===== src/rtl/fpu_ctrl_pkg.sv =====
// Shared types and constants for the FP add/round sequencing controller.
package fpu_ctrl_pkg;

    typedef enum logic [1:0] {
        IDLE = 2'd0,
        EXEC = 2'd1,
        RESP = 2'd2
    } state_t;

    localparam int FLAG_OVF = 4;
    localparam int FLAG_UNF = 3;
    localparam int FLAG_INX = 2;
    localparam int FLAG_DBZ = 1;
    localparam int FLAG_INV = 0;

    localparam logic [1:0] RM_RNE = 2'b00;
    localparam logic [1:0] RM_RZ  = 2'b01;
    localparam logic [1:0] RM_RU  = 2'b10;
    localparam logic [1:0] RM_RD  = 2'b11;

endpackage


===== src/rtl/fpu_flag_reg.sv =====
// Sticky IEEE exception flags (clear-then-OR on capture) and OVF/UNF trap enables.
module fpu_flag_reg
    import fpu_ctrl_pkg::*;
(
    input  logic       clk,
    input  logic       rst,
    input  logic       cfg_we,
    input  logic       cfg_ovf_en,
    input  logic       cfg_unf_en,
    input  logic       flags_clr,
    input  logic       capture,
    input  logic [4:0] ieee,
    output logic       ovf_en,
    output logic       unf_en,
    output logic [4:0] sticky_flags
);

    always_ff @(posedge clk) begin
        if (rst) begin
            ovf_en <= 1'b0;
            unf_en <= 1'b0;
        end else if (cfg_we) begin
            ovf_en <= cfg_ovf_en;
            unf_en <= cfg_unf_en;
        end
    end

    // A clear coincident with a capture keeps only the new op's flags.
    always_ff @(posedge clk) begin
        if (rst)
            sticky_flags <= '0;
        else if (capture)
            sticky_flags <= (flags_clr ? 5'd0 : sticky_flags) | ieee;
        else if (flags_clr)
            sticky_flags <= '0;
    end

endmodule


===== src/rtl/fpu_add_ctrl.sv =====
// Sequencer for the combinational FP add/round datapath: accept, hold operands
// for SETTLE_CYCLES, capture result/flags, hand back over a valid/ready channel.
module fpu_add_ctrl
    import fpu_ctrl_pkg::*;
#(
    parameter int SETTLE_CYCLES = 3
) (
    input  logic        clk,
    input  logic        rst,
    input  logic        req_valid,
    output logic        req_ready,
    input  logic [63:0] req_fpa,
    input  logic [63:0] req_fpb,
    input  logic        req_db,
    input  logic        req_sub,
    input  logic [1:0]  req_rm,
    output logic        resp_valid,
    input  logic        resp_ready,
    output logic [63:0] resp_fp,
    output logic [4:0]  resp_ieee,
    output logic        resp_trap,
    input  logic        cfg_we,
    input  logic        cfg_ovf_en,
    input  logic        cfg_unf_en,
    input  logic        flags_clr,
    output logic [4:0]  sticky_flags,
    output logic        busy,
    output logic [63:0] dp_fpa,
    output logic [63:0] dp_fpb,
    output logic        dp_db,
    output logic        dp_sub,
    output logic        dp_normal,
    output logic [1:0]  dp_rm,
    output logic        dp_ovf_en,
    output logic        dp_unf_en,
    input  logic [63:0] dp_fp,
    input  logic [4:0]  dp_ieee
);

    localparam logic [3:0] CNT_LOAD = 4'(SETTLE_CYCLES - 1);

    state_t     state, state_nx;
    logic [3:0] cnt;
    logic       accept, capture;
    logic       ovf_en, unf_en;

    always_ff @(posedge clk) begin
        if (rst) state <= IDLE;
        else     state <= state_nx;
    end

    always_comb begin
        state_nx = state;
        case (state)
            IDLE:    if (req_valid) state_nx = EXEC;
            EXEC:    if (cnt == 4'd0) state_nx = RESP;
            RESP:    if (resp_ready) state_nx = req_valid ? EXEC : IDLE;
            default: state_nx = IDLE;
        endcase
    end

    always_comb begin
        req_ready  = (state == IDLE) || (state == RESP && resp_ready);
        resp_valid = (state == RESP);
        busy       = (state != IDLE);
    end

    assign accept    = req_valid & req_ready;
    assign capture   = (state == EXEC) && (cnt == 4'd0);
    assign dp_normal = 1'b1;

    // Operands are loaded only on accept, so they stay frozen through the settle window.
    always_ff @(posedge clk) begin
        if (rst) begin
            dp_fpa    <= '0;
            dp_fpb    <= '0;
            dp_db     <= 1'b0;
            dp_sub    <= 1'b0;
            dp_rm     <= '0;
            dp_ovf_en <= 1'b0;
            dp_unf_en <= 1'b0;
            cnt       <= '0;
            resp_fp   <= '0;
            resp_ieee <= '0;
            resp_trap <= 1'b0;
        end else begin
            if (accept) begin
                dp_fpa    <= req_fpa;
                dp_fpb    <= req_fpb;
                dp_db     <= req_db;
                dp_sub    <= req_sub;
                dp_rm     <= req_rm;
                dp_ovf_en <= ovf_en;
                dp_unf_en <= unf_en;
                cnt       <= CNT_LOAD;
            end else if (state == EXEC && cnt != 4'd0) begin
                cnt <= cnt - 4'd1;
            end
            if (capture) begin
                resp_fp   <= dp_fp;
                resp_ieee <= dp_ieee;
                resp_trap <= (dp_ieee[FLAG_OVF] & dp_ovf_en) | (dp_ieee[FLAG_UNF] & dp_unf_en);
            end
        end
    end

    fpu_flag_reg u_flags (
        .clk          (clk),
        .rst          (rst),
        .cfg_we       (cfg_we),
        .cfg_ovf_en   (cfg_ovf_en),
        .cfg_unf_en   (cfg_unf_en),
        .flags_clr    (flags_clr),
        .capture      (capture),
        .ieee         (dp_ieee),
        .ovf_en       (ovf_en),
        .unf_en       (unf_en),
        .sticky_flags (sticky_flags)
    );

endmodule


===== config.mk =====
export PLATFORM = sky130hd
export DESIGN_NAME = fpu_add_ctrl
export DESIGN_NICKNAME = d
export VERILOG_FILES = /design/src/rtl/fpu_ctrl_pkg.sv /design/src/rtl/fpu_flag_reg.sv /design/src/rtl/fpu_add_ctrl.sv
export SDC_FILE = /design/constraint.sdc
export NUM_CORES = 1
export LEC_CHECK = 0
export ABC_AREA = 1
export ABC_CLOCK_PERIOD_IN_PS = 1930
export BUFFER_PORTS_ARGS = -buffer_cell sky130_fd_sc_hd__buf_2
export CAP_MARGIN = 20
export CORE_AREA = 2 2 165 167
export DETAILED_ROUTE_END_ITERATION = 8
export DIE_AREA = 0 0 167 169
export PLACE_DENSITY = 0.59
export SYNTH_ARGS = -nofsm -noshare
export SYNTH_HDL_FRONTEND = slang
export SYNTH_HIERARCHICAL = 1
export SYNTH_SLANG_ARGS = --single-unit

===== constraint.sdc =====
create_clock -name clk -period 1.93 [get_ports clk]
set_clock_uncertainty 0.1 [all_clocks]
set_input_delay 0.0965 -clock clk [delete_from_list [all_inputs] [get_ports clk]]
set_output_delay 0.0965 -clock clk [all_outputs]
set_load 0.005 [all_outputs]

# After elaboration in Yosys (flattened, before gate mapping)
# Index checks and enable logic that the tools add are counted.
[totals]
register_bits = 217
output_inout_bits = 213
elab_cells = 47
[op_classes]
addsub = 1
n_eq_ne = 5
n_mux = 9
bitwise_logic = 5
n_reduce_logical = 11
[ops]
columns = ["cell", "count"]
rows = [
  ["2-bit two-way mux", 5],
  ["5-bit two-way mux", 2],
  ["2-bit one-hot mux with 3 select lines", 1],
  ["5-bit bitwise OR", 1],
  ["4-bit logical NOT", 1],
  ["2-bit by 1-bit inequality test with 1-bit output, second input constant", 2],
  ["2-bit nonzero test", 2],
  ["4-bit nonzero test", 1],
  ["4-bit by 1-bit subtractor with 4-bit output, second input constant", 1],
  ["1-bit bitwise AND", 3],
  ["1-bit logical AND", 3],
  ["3-bit AND reduction", 1],
  ["2-bit by 1-bit == test with 1-bit output, second input constant", 1],
  ["2-bit == test, second input constant", 1],
  ["2-bit logical NOT", 1],
  ["2-bit inequality test, second input constant", 1],
  ["2-bit OR reduction", 1],
  ["1-bit logical OR", 1],
  ["1-bit two-way mux", 1],
  ["1-bit bitwise OR", 1],
]

# Depth between registers and ports, before layout
# Gate-level depths: netlist of the first run.
[logic_depth]
ltp_word = 5
depth_mapped = 8
mapped_depth_nobuf = 7

# By module
# Netlist of the first run, hierarchy kept.
[modules_own_cells]
columns = ["module", "instances", "cells_each", "area_each_um2", "seq_area_each_um2"]
rows = [
  ["fpu_add_ctrl", 1, 938, 7369.6, 4204.0],
  ["fpu_flag_reg", 1, 31, 239.0, 140.1],
]

# Worst setup path after synthesis of the first run
# Ideal clock, no wire load.
[synth_timing]
path_kind = "flip-flop to flip-flop"
startpoint = "reg cnt[0]"
endpoint = "reg u_flags.sticky_flags[0]"
setup_time_ns = 0.070
t_arrival_ns = 1.219
required_ns = 1.760
slack_ns = 0.542
path_stages_with_launch = 8
n_path_buf = 1
synth_period_minus_slack_ns = 1.388
path_cell_list = "dfxtp_1 -> inv_1 -> ha_1 -> nand2_2 -> nor2_4 -> buf_2 -> nand2_1 -> a21oi_1"
[synth_between]
elab_chain_len = 3
[synth_lines]
columns = ["element", "line", "text"]
rows = [
  ["start: declaration", "fpu_add_ctrl.sv:43", "logic [3:0] cnt;"],
  ["start signal: assignment", "fpu_add_ctrl.sv:97", "cnt <= cnt - 4'd1;"],
  ["4-bit logical NOT", "fpu_add_ctrl.sv:69", "assign capture = (state == EXEC) && (cnt == 4'd0);"],
  ["1-bit logical AND", "fpu_add_ctrl.sv:69", ""],
  ["net capture", "fpu_add_ctrl.sv:44", "logic accept, capture;"],
  ["5-bit two-way mux", "fpu_flag_reg.sv:32", "else if (capture)"],
  ["end signal: assignment", "fpu_flag_reg.sv:33", "sticky_flags <= (flags_clr ? 5'd0 : sticky_flags) | ieee;"],
  ["end: declaration", "fpu_flag_reg.sv:15", "output logic [4:0] sticky_flags"],
]
# The timed path passes the listed nets, and every way through them passes these cells.
# A chain may end at the register's enable or synchronous reset.

==> flow_summary.yaml, run 1 <==
logic_synthesis:
  syn_area_um2: 7610
  yosys-top-cells-area: "dfxtp_1 (57%), nor2_1 (21%), o21ai_0 (12%), buf_4 (1.7%), o21ai_1 (1.6%)"
  synth_warnings: 6
  syn_nets: 1179
  synth_top_area_share_pct: 57.1
  syn-mean-instance-area_um2: 7.85
  synth.distinct_cells: 22
  synth_top_cell_by_area: "dfxtp_1"
  ys_seq_area_share_pct: 57.1
  synth_cells: 969
  synth-seq-cells: 217
detailed_routing:
  wl_per_cell_um: 13.8
  wirelength_met1_mm: 10.9
  remaining_drc_errors: 0
  drtPass1Iterations: 4
  wl_met2_mm: 12.6
  top_layer: "met4"
  routed_via_density: 4.48
  routed_wl_mm: 26.7
  drt_iter0_drc: 409
  ant_nets: 0
  vias: 8675
  wl_met3_mm: 2.42
run:
  max_cap_viol_count: 0
power:
  internal_power_mw: 8.67
  power_leakage_nw: 6.45
  p_sw_mw: 3.08
  power_density_nw_per_um2: 911
  finalPower_mw: 11.8
  ir_worst_vdd_mv: 0.603
  seqPwrFrac_pct: 43.5
  swShare_pct: 26.2
  p_comb_share_pct: 16.8
  clkPwrFrac_pct: 39.8
grt:
  grt_pass1_wl_mm: 42.3
  grt_max_degree: 110
  grt_overflow: 0
  grt_pass1_vias: 8576
  grt_usage_pct: 17.7
  antenna_found_initial: 1
clock_tree:
  insertion_delay_ns: 0.51
  clock-sinks: 217
  clk_pin_slew_ns: 0.06
  cts_root_buffer: "clkbuf_16"
  post_cts_buffers: 0
  ctsResizeCount: 0
  htreeDepth: 1
  cts_made_buffers: 25
  clock_path_buffers: 3
  cts_tree: "built"
  cts_hold_buf: 210
final_layout:
  final_core_util_pct: 48.7
  nFillCells: 2456
  syn_to_final_growth_pct: 69.5
  multi_input_area_um2: 2860
  regArea_um2: 4340
  final_nets: 1783
  drive_gt1_share_pct: 30.7
worst_setup_path:
  r2r-end: "resp_fp[0]"
  r2r-start: "cnt[0]"
  worst_ep_arrival_time_ns: 2.03
  reg2reg_depth: 6
  path_class: "in2reg"
  crit_fanout: 1
  reg2reg_slack_ns: 0.28
  crit_path_end_kind: "register"
  crit_end: "u_flags/unf_en"
  crit_required_ns: 2.23
  start_kind: "input pin"
  startpoint: "cfg_unf_en"
sta:
  finalHoldViolations: 0
  final_max_slew_viol_count: 0
  fin_crit_ns: 1.73
  fmaxAchievable_ghz: 0.580
  grt_setup_unrepaired: "false"
  tightest_slew_ns: 0.584
  fin_crit_sh_pct: 89.4
  max_slew_margin_pct: 61.0
  tns_ns: 0
  setup_viol: 0
floorplan:
  start_util_pct: 28.7
  row_count: 60
  die_h_um: 169
  io-pin-count: 422
  die_w_um: 167
  die_area_um2: 28200
  core_um2: 26500
hold_path:
  min_from: "req_valid"
  min_path_type: "in2reg"
run_status:
  status: "finished, final reports clean"
placement:
  portBuffers: 420
  place_congestion: 0.741
  post-dp-hpwl_mm: 16.4
power by group through the flow:
stage	logic, mW	clock network, mW	registers [mW]
after floorplan	0.745	0	5.23
after global routing	2.20	5.01	5.15
after global placement	1.62	0	5.18
after CTS	1.97	4.82	5.10
after detailed placement	1.63	0	5.18
final	1.97	4.67	5.11
cells by family (layout without fill, tap and decap cells):
group                    Yosys count  after routing  synth area share, %
AO/OA/AOI/OAI                    218            218                 14.4
adder cells (fa/ha/maj)            1              1                0.164
AND/OR/NAND/NOR                  451            451                 22.9
flip-flops                       217            217                 57.1
XOR/XNOR                           1              1                0.115
buffers and inverters             80            703                 5.31
other                              1              3               0.0493
worst min-delay path by stage:
stage,to,cells after the start
floorplan,state[0],1
global placement,resp_fp[54],3
detailed placement,resp_fp[60],3
CTS,state[0],5
global route,state[0],5
finish,state[0],5
metrics by stage:
step,hold slack [ns],std cells,setup slack [ns],instance area (µm²)
finish,0.0812,1935,0.205,12900
global route,0.0867,1934,0.112,12900
CTS,0.0553,1933,0.269,12900
detailed placement,0.223,1677,0.308,9960
floorplan,0.0656,969,0.542,7610
global placement,0.216,1677,0.328,9960
synthesized netlist by cell type, drive strengths merged:
cell and number:
nand3 3, nor2 421, a21oi 11, buf 39
dfxtp 217, o21ai 206, nand2 27, clkbuf 27
a22o 1, ha 1, conb 1, xor2 1
inv 14
critical path, stage by stage:
cell and delay, ns:
dlygate4sd3_1 0.55, buf_2 0.13, nor2_1 0.09, dlygate4sd3_1 0.56
nor2_1 0.05, dlygate4sd3_1 0.55
registers in the layout, indices dropped and copies added (netlist names):
signal                cells
cnt                       4
dp_db                     1
dp_fpa                   64
dp_fpb                   64
dp_ovf_en                 1
dp_rm                     2
dp_sub                    1
dp_unf_en                 1
resp_fp                  64
resp_ieee                 5
resp_trap                 1
state                     2
u_flags/ovf_en            1
u_flags/sticky_flags      5
u_flags/unf_en            1
layout by cell type (no fill, tap or decap), types with 2 or more instances in the layout:
cell             n
clkbuf_1         2
clkinv_2         6
o21ai_1         25
nand2_2          2
dfxtp_1        217
dlygate4sd3_1  210
inv_2            3
buf_4            7
nand3_1          2
clkbuf_16       25
clkbuf_8         7
buf_2          420
clkinvlp_4       3
nor2_1         417
nand2_1         25
inv_4            2
a21oi_1         11
nor2_4           2
buf_12           6
inv_1            9
diode_2          2
o21ai_0        181
final cells by class:
cell class	count	share of cell area (%)
multi-input cells	672	22.2
clock buffers	34	5.65
clock inverters	12	0.776
well taps	341	3.31
inverters	14	0.446
repair buffers	643	33.9
diodes	2	0.0388
flip-flops and latches	217	33.7
metal layers:
layer | GRT usage [%] | up-vias
li1 | - | 4299
met1 | 20.8 | 3942
met2 | 30.3 | 375
met3 | 5.66 | 59
met4 | 6.30 | 0
met5 | 0 | -
No activity file was read; power rests on OpenSTA's default activity.
==> run 2: changes to the inputs <==
- ABC_AREA: 1 -> not set
- PLACE_DENSITY: 0.59 -> 0.62
==> run 2 against run 1 <==
Net effect:
- sequential cell count is the same
- area after synthesis rose by 8.4%
- wire length up 23%
- clock-buffer cell count rose by 1
- critical path depth unchanged
- utilization is 2.5 points higher
- combinational power grew 7%
- register-to-register slack worse by 0.16 ns
- clock power fell by 7.1%
- critical path type is now reg2reg
- largest power group unchanged
==> flow_summary.yaml, run 2 <==
floorplan:
  core_um2: 26500
  row_count: 60
  io-pin-count: 422
  die_w_um: 167
  die_h_um: 169
  start_util_pct: 31.1
  die_area_um2: 28200
worst_setup_path:
  cp_cell_sequence: "inv_1 -> ha_1 -> nor3b_4 -> buf_4 -> nand3_1 -> a21oi_1"
  path_class: "reg2reg"
  worst_ep_arrival_time_ns: 2.16
  r2r-start: "cnt[1]"
  r2r-end: "resp_fp[1]"
  start_kind: "register"
  critical_path.top_delay_family: "simple AND/OR/NAND/NOR gates"
  reg2reg_depth: 6
  cpMaxStageDelayCell: "buf_4"
  slowest_delay_ns: 0.36
  path_buf_inv: 2
  crit_required_ns: 2.28
  reg2reg_slack_ns: 0.12
  crit_fanout: 28
  crit_path_end_kind: "register"
logic_synthesis:
  synth-seq-cells: 217
  synth_cells: 1000
  syn_nets: 1210
  synth.distinct_cells: 32
  synth_common_cells: "dfxtp_1 (217), a21oi_1 (213), nand3_1 (204), o21ai_0 (193), clkbuf_1 (58)"
  ys.flop_type: "dfxtp_1"
  yosysMostFrequentCell: "dfxtp_1"
  ys_seq_area_share_pct: 52.7
  syn-mean-instance-area_um2: 8.25
  synth_top_cell_by_area: "dfxtp_1"
  synth_edf_count: 0
  syn_area_um2: 8250
  async_reset_ff_share_pct: 0
  synth_warnings: 6
  yosys-top-cells-area: "dfxtp_1 (53%), a21oi_1 (13%), nand3_1 (12%), o21ai_0 (12%), clkbuf_1 (2.6%)"
  synth_top_area_share_pct: 52.7
sta:
  fin_crit_ns: 1.81
  fmaxAchievable_ghz: 0.553
  tightest_slew_ns: 0.507
  worst_slack_ns: 0.120
  tns_ns: 0
  fin_crit_sh_pct: 93.8
  setup_viol: 0
  grt_setup_unrepaired: "false"
  final_max_slew_viol_count: 0
  max_slew_margin_pct: 66.2
  finalHoldViolations: 0
clock_tree:
  htreeDepth: 1
  cts_tree: "built"
  cts_root_buffer: "clkbuf_16"
  cts_made_buffers: 25
  clock-sinks: 217
  insertion_delay_ns: 0.52
  clock_path_buffers: 3
  clk_pin_slew_ns: 0.06
final_layout:
  reg_top3: "dp_fpa x64, dp_fpb x64, resp_fp x64"
  final_core_util_pct: 51.2
  regArea_um2: 4340
  final_nets: 1780
  diodes: 0
  nFillCells: 2397
  syn_to_final_growth_pct: 64.6
  layout_common_cells: "buf_2 (419), dfxtp_1 (217), a21oi_1 (213)"
  drive_gt1_share_pct: 31.2
  multi_input_area_um2: 3410
  layout_commonest_cell: "buf_2"
  instances_no_fill: 1925
  design_area_um2: 13600
placement:
  post-dp-hpwl_mm: 19.3
  place_ws_ns: 0.0611
  place_congestion: 0.786
  portBuffers: 420
  placed_cells: 1672
  post_dp_cell_area_um2: 10700
detailed_routing:
  remaining_drc_errors: 0
  drtPass1Iterations: 7
  routed_via_density: 5.16
  drt_iter0_drc: 718
  vias: 9941
  routed_wl_mm: 32.9
  ant_nets: 0
  wl_per_cell_um: 17.1
power:
  power_density_nw_per_um2: 837
  internal_power_mw: 8.28
  p_sw_mw: 3.09
  swShare_pct: 27.2
  clkPwrFrac_pct: 38.2
  ir_worst_vdd_mv: 0.649
  seqPwrFrac_pct: 43.3
  power_leakage_nw: 5.95
  p_comb_share_pct: 18.6
grt:
  antenna_found_initial: 0
  grt_pass1_vias: 9673
  grt_max_degree: 72
  grt_overflow: 0
  grt_usage_pct: 21.5
  grt_pass1_wl_mm: 50.5
run_status:
  status: "finished, final reports clean"
hold_path:
  min_to: "dp_fpb[13]"
  hold_path_depth: 4
  min_from: "req_valid"
  min_path_type: "in2reg"
run:
  max_cap_viol_count: 0
[run 2: cell types whose count changed after synthesis, sizes merged, moves of 14 or more]
| cell | change |
|---|---|
| buf | +14 |
| nand3 | +201 |
| nor2 | -416 |
| nand2 | -20 |
| a21oi | +202 |
| clkbuf | +36 |
[run 2: per-stage QoR]
| stage | total power [mW] | hold slack, ns |
|---|---|---|
| after floorplan | 5.87 | 0.0656 |
| after global routing | 11.9 | 0.115 |
| after CTS | 11.4 | 0.0627 |
| after detailed placement | 6.73 | 0.248 |
| final | 11.4 | 0.0775 |
| after global placement | 6.71 | 0.243 |
[run 2: layer usage]
| metal | wire (µm) | vias up | share of wire, % | track usage, % |
|---|---|---|---|---|
| li1 | - | 4707 | - | - |
| met1 | 12900 | 4598 | 39 | 25.8 |
| met2 | 15600 | 519 | 47 | 35.9 |
| met3 | 2780 | 117 | 8.4 | 5.38 |
| met4 | 1550 | 0 | 4.7 | 10.9 |
| met5 | 0 | - | 0 | 0 |
[run 2: cells by family (layout without fill, tap and decap cells)]
family,after synthesis,in the layout,share of synthesized area (%)
AOI/OAI and AO/OA,424,424,25.9
adders and majority gates,1,1,0.152
buffers and inverters,120,704,6.45
DFF,217,217,52.7
muxes,2,2,0.243
other,1,1,0.0455
and+or+nand+nor,235,235,14.5
[run 2: worst max-delay path by stage]
stage,startpoint,cells past startpoint,slack [ns],to
after floorplan,cnt[0],7,0.32,resp_fp[25]
after global placement,cnt[0],6,0.10,u_flags/sticky_flags[3]
after detailed placement,cnt[0],6,0.06,u_flags/sticky_flags[4]
after CTS,state[1],4,0.005,req_ready
after global routing,cnt[1],6,0.01,resp_trap
final,cnt[1],6,0.12,resp_fp[1]
[run 2: final cells by class]
| cell class | count | share of cell area (%) |
|---|---|---|
| Multi-Input combinational cell | 663 | 25.1 |
| Timing Repair Buffer | 659 | 34.2 |
| Clock inverter | 6 | 0.313 |
| Clock buffer | 35 | 5.11 |
| Sequential cell | 217 | 32.0 |
| Inverter | 4 | 0.111 |
| Tap cell | 341 | 3.14 |
[run 2: power groups by stage]
stage / Sequential [mW] / Clock (mW) / Combinational (mW)
after floorplan: 5.03 / 0 / 0.843
after global placement: 4.99 / 0 / 1.71
after detailed placement: 5.00 / 0 / 1.73
after CTS: 4.91 / 4.46 / 2.07
after global routing: 4.95 / 4.63 / 2.29
final: 4.92 / 4.34 / 2.11
[run 2: repair_timing]
item | in CTS | in global routing
hold buffers | 209 | 0
gates resized for setup | 0 | 3
buffers inserted | 0 | 2
endpoints found under the hold margin | 212 | 0
endpoints found under the setup margin | 0 | 38
[run 2: worst min-delay path: stages]
cell and delay, ns:
buf_2 0.11, nand2b_4 0.17, o21ai_0 0.20, a21oi_1 0.06
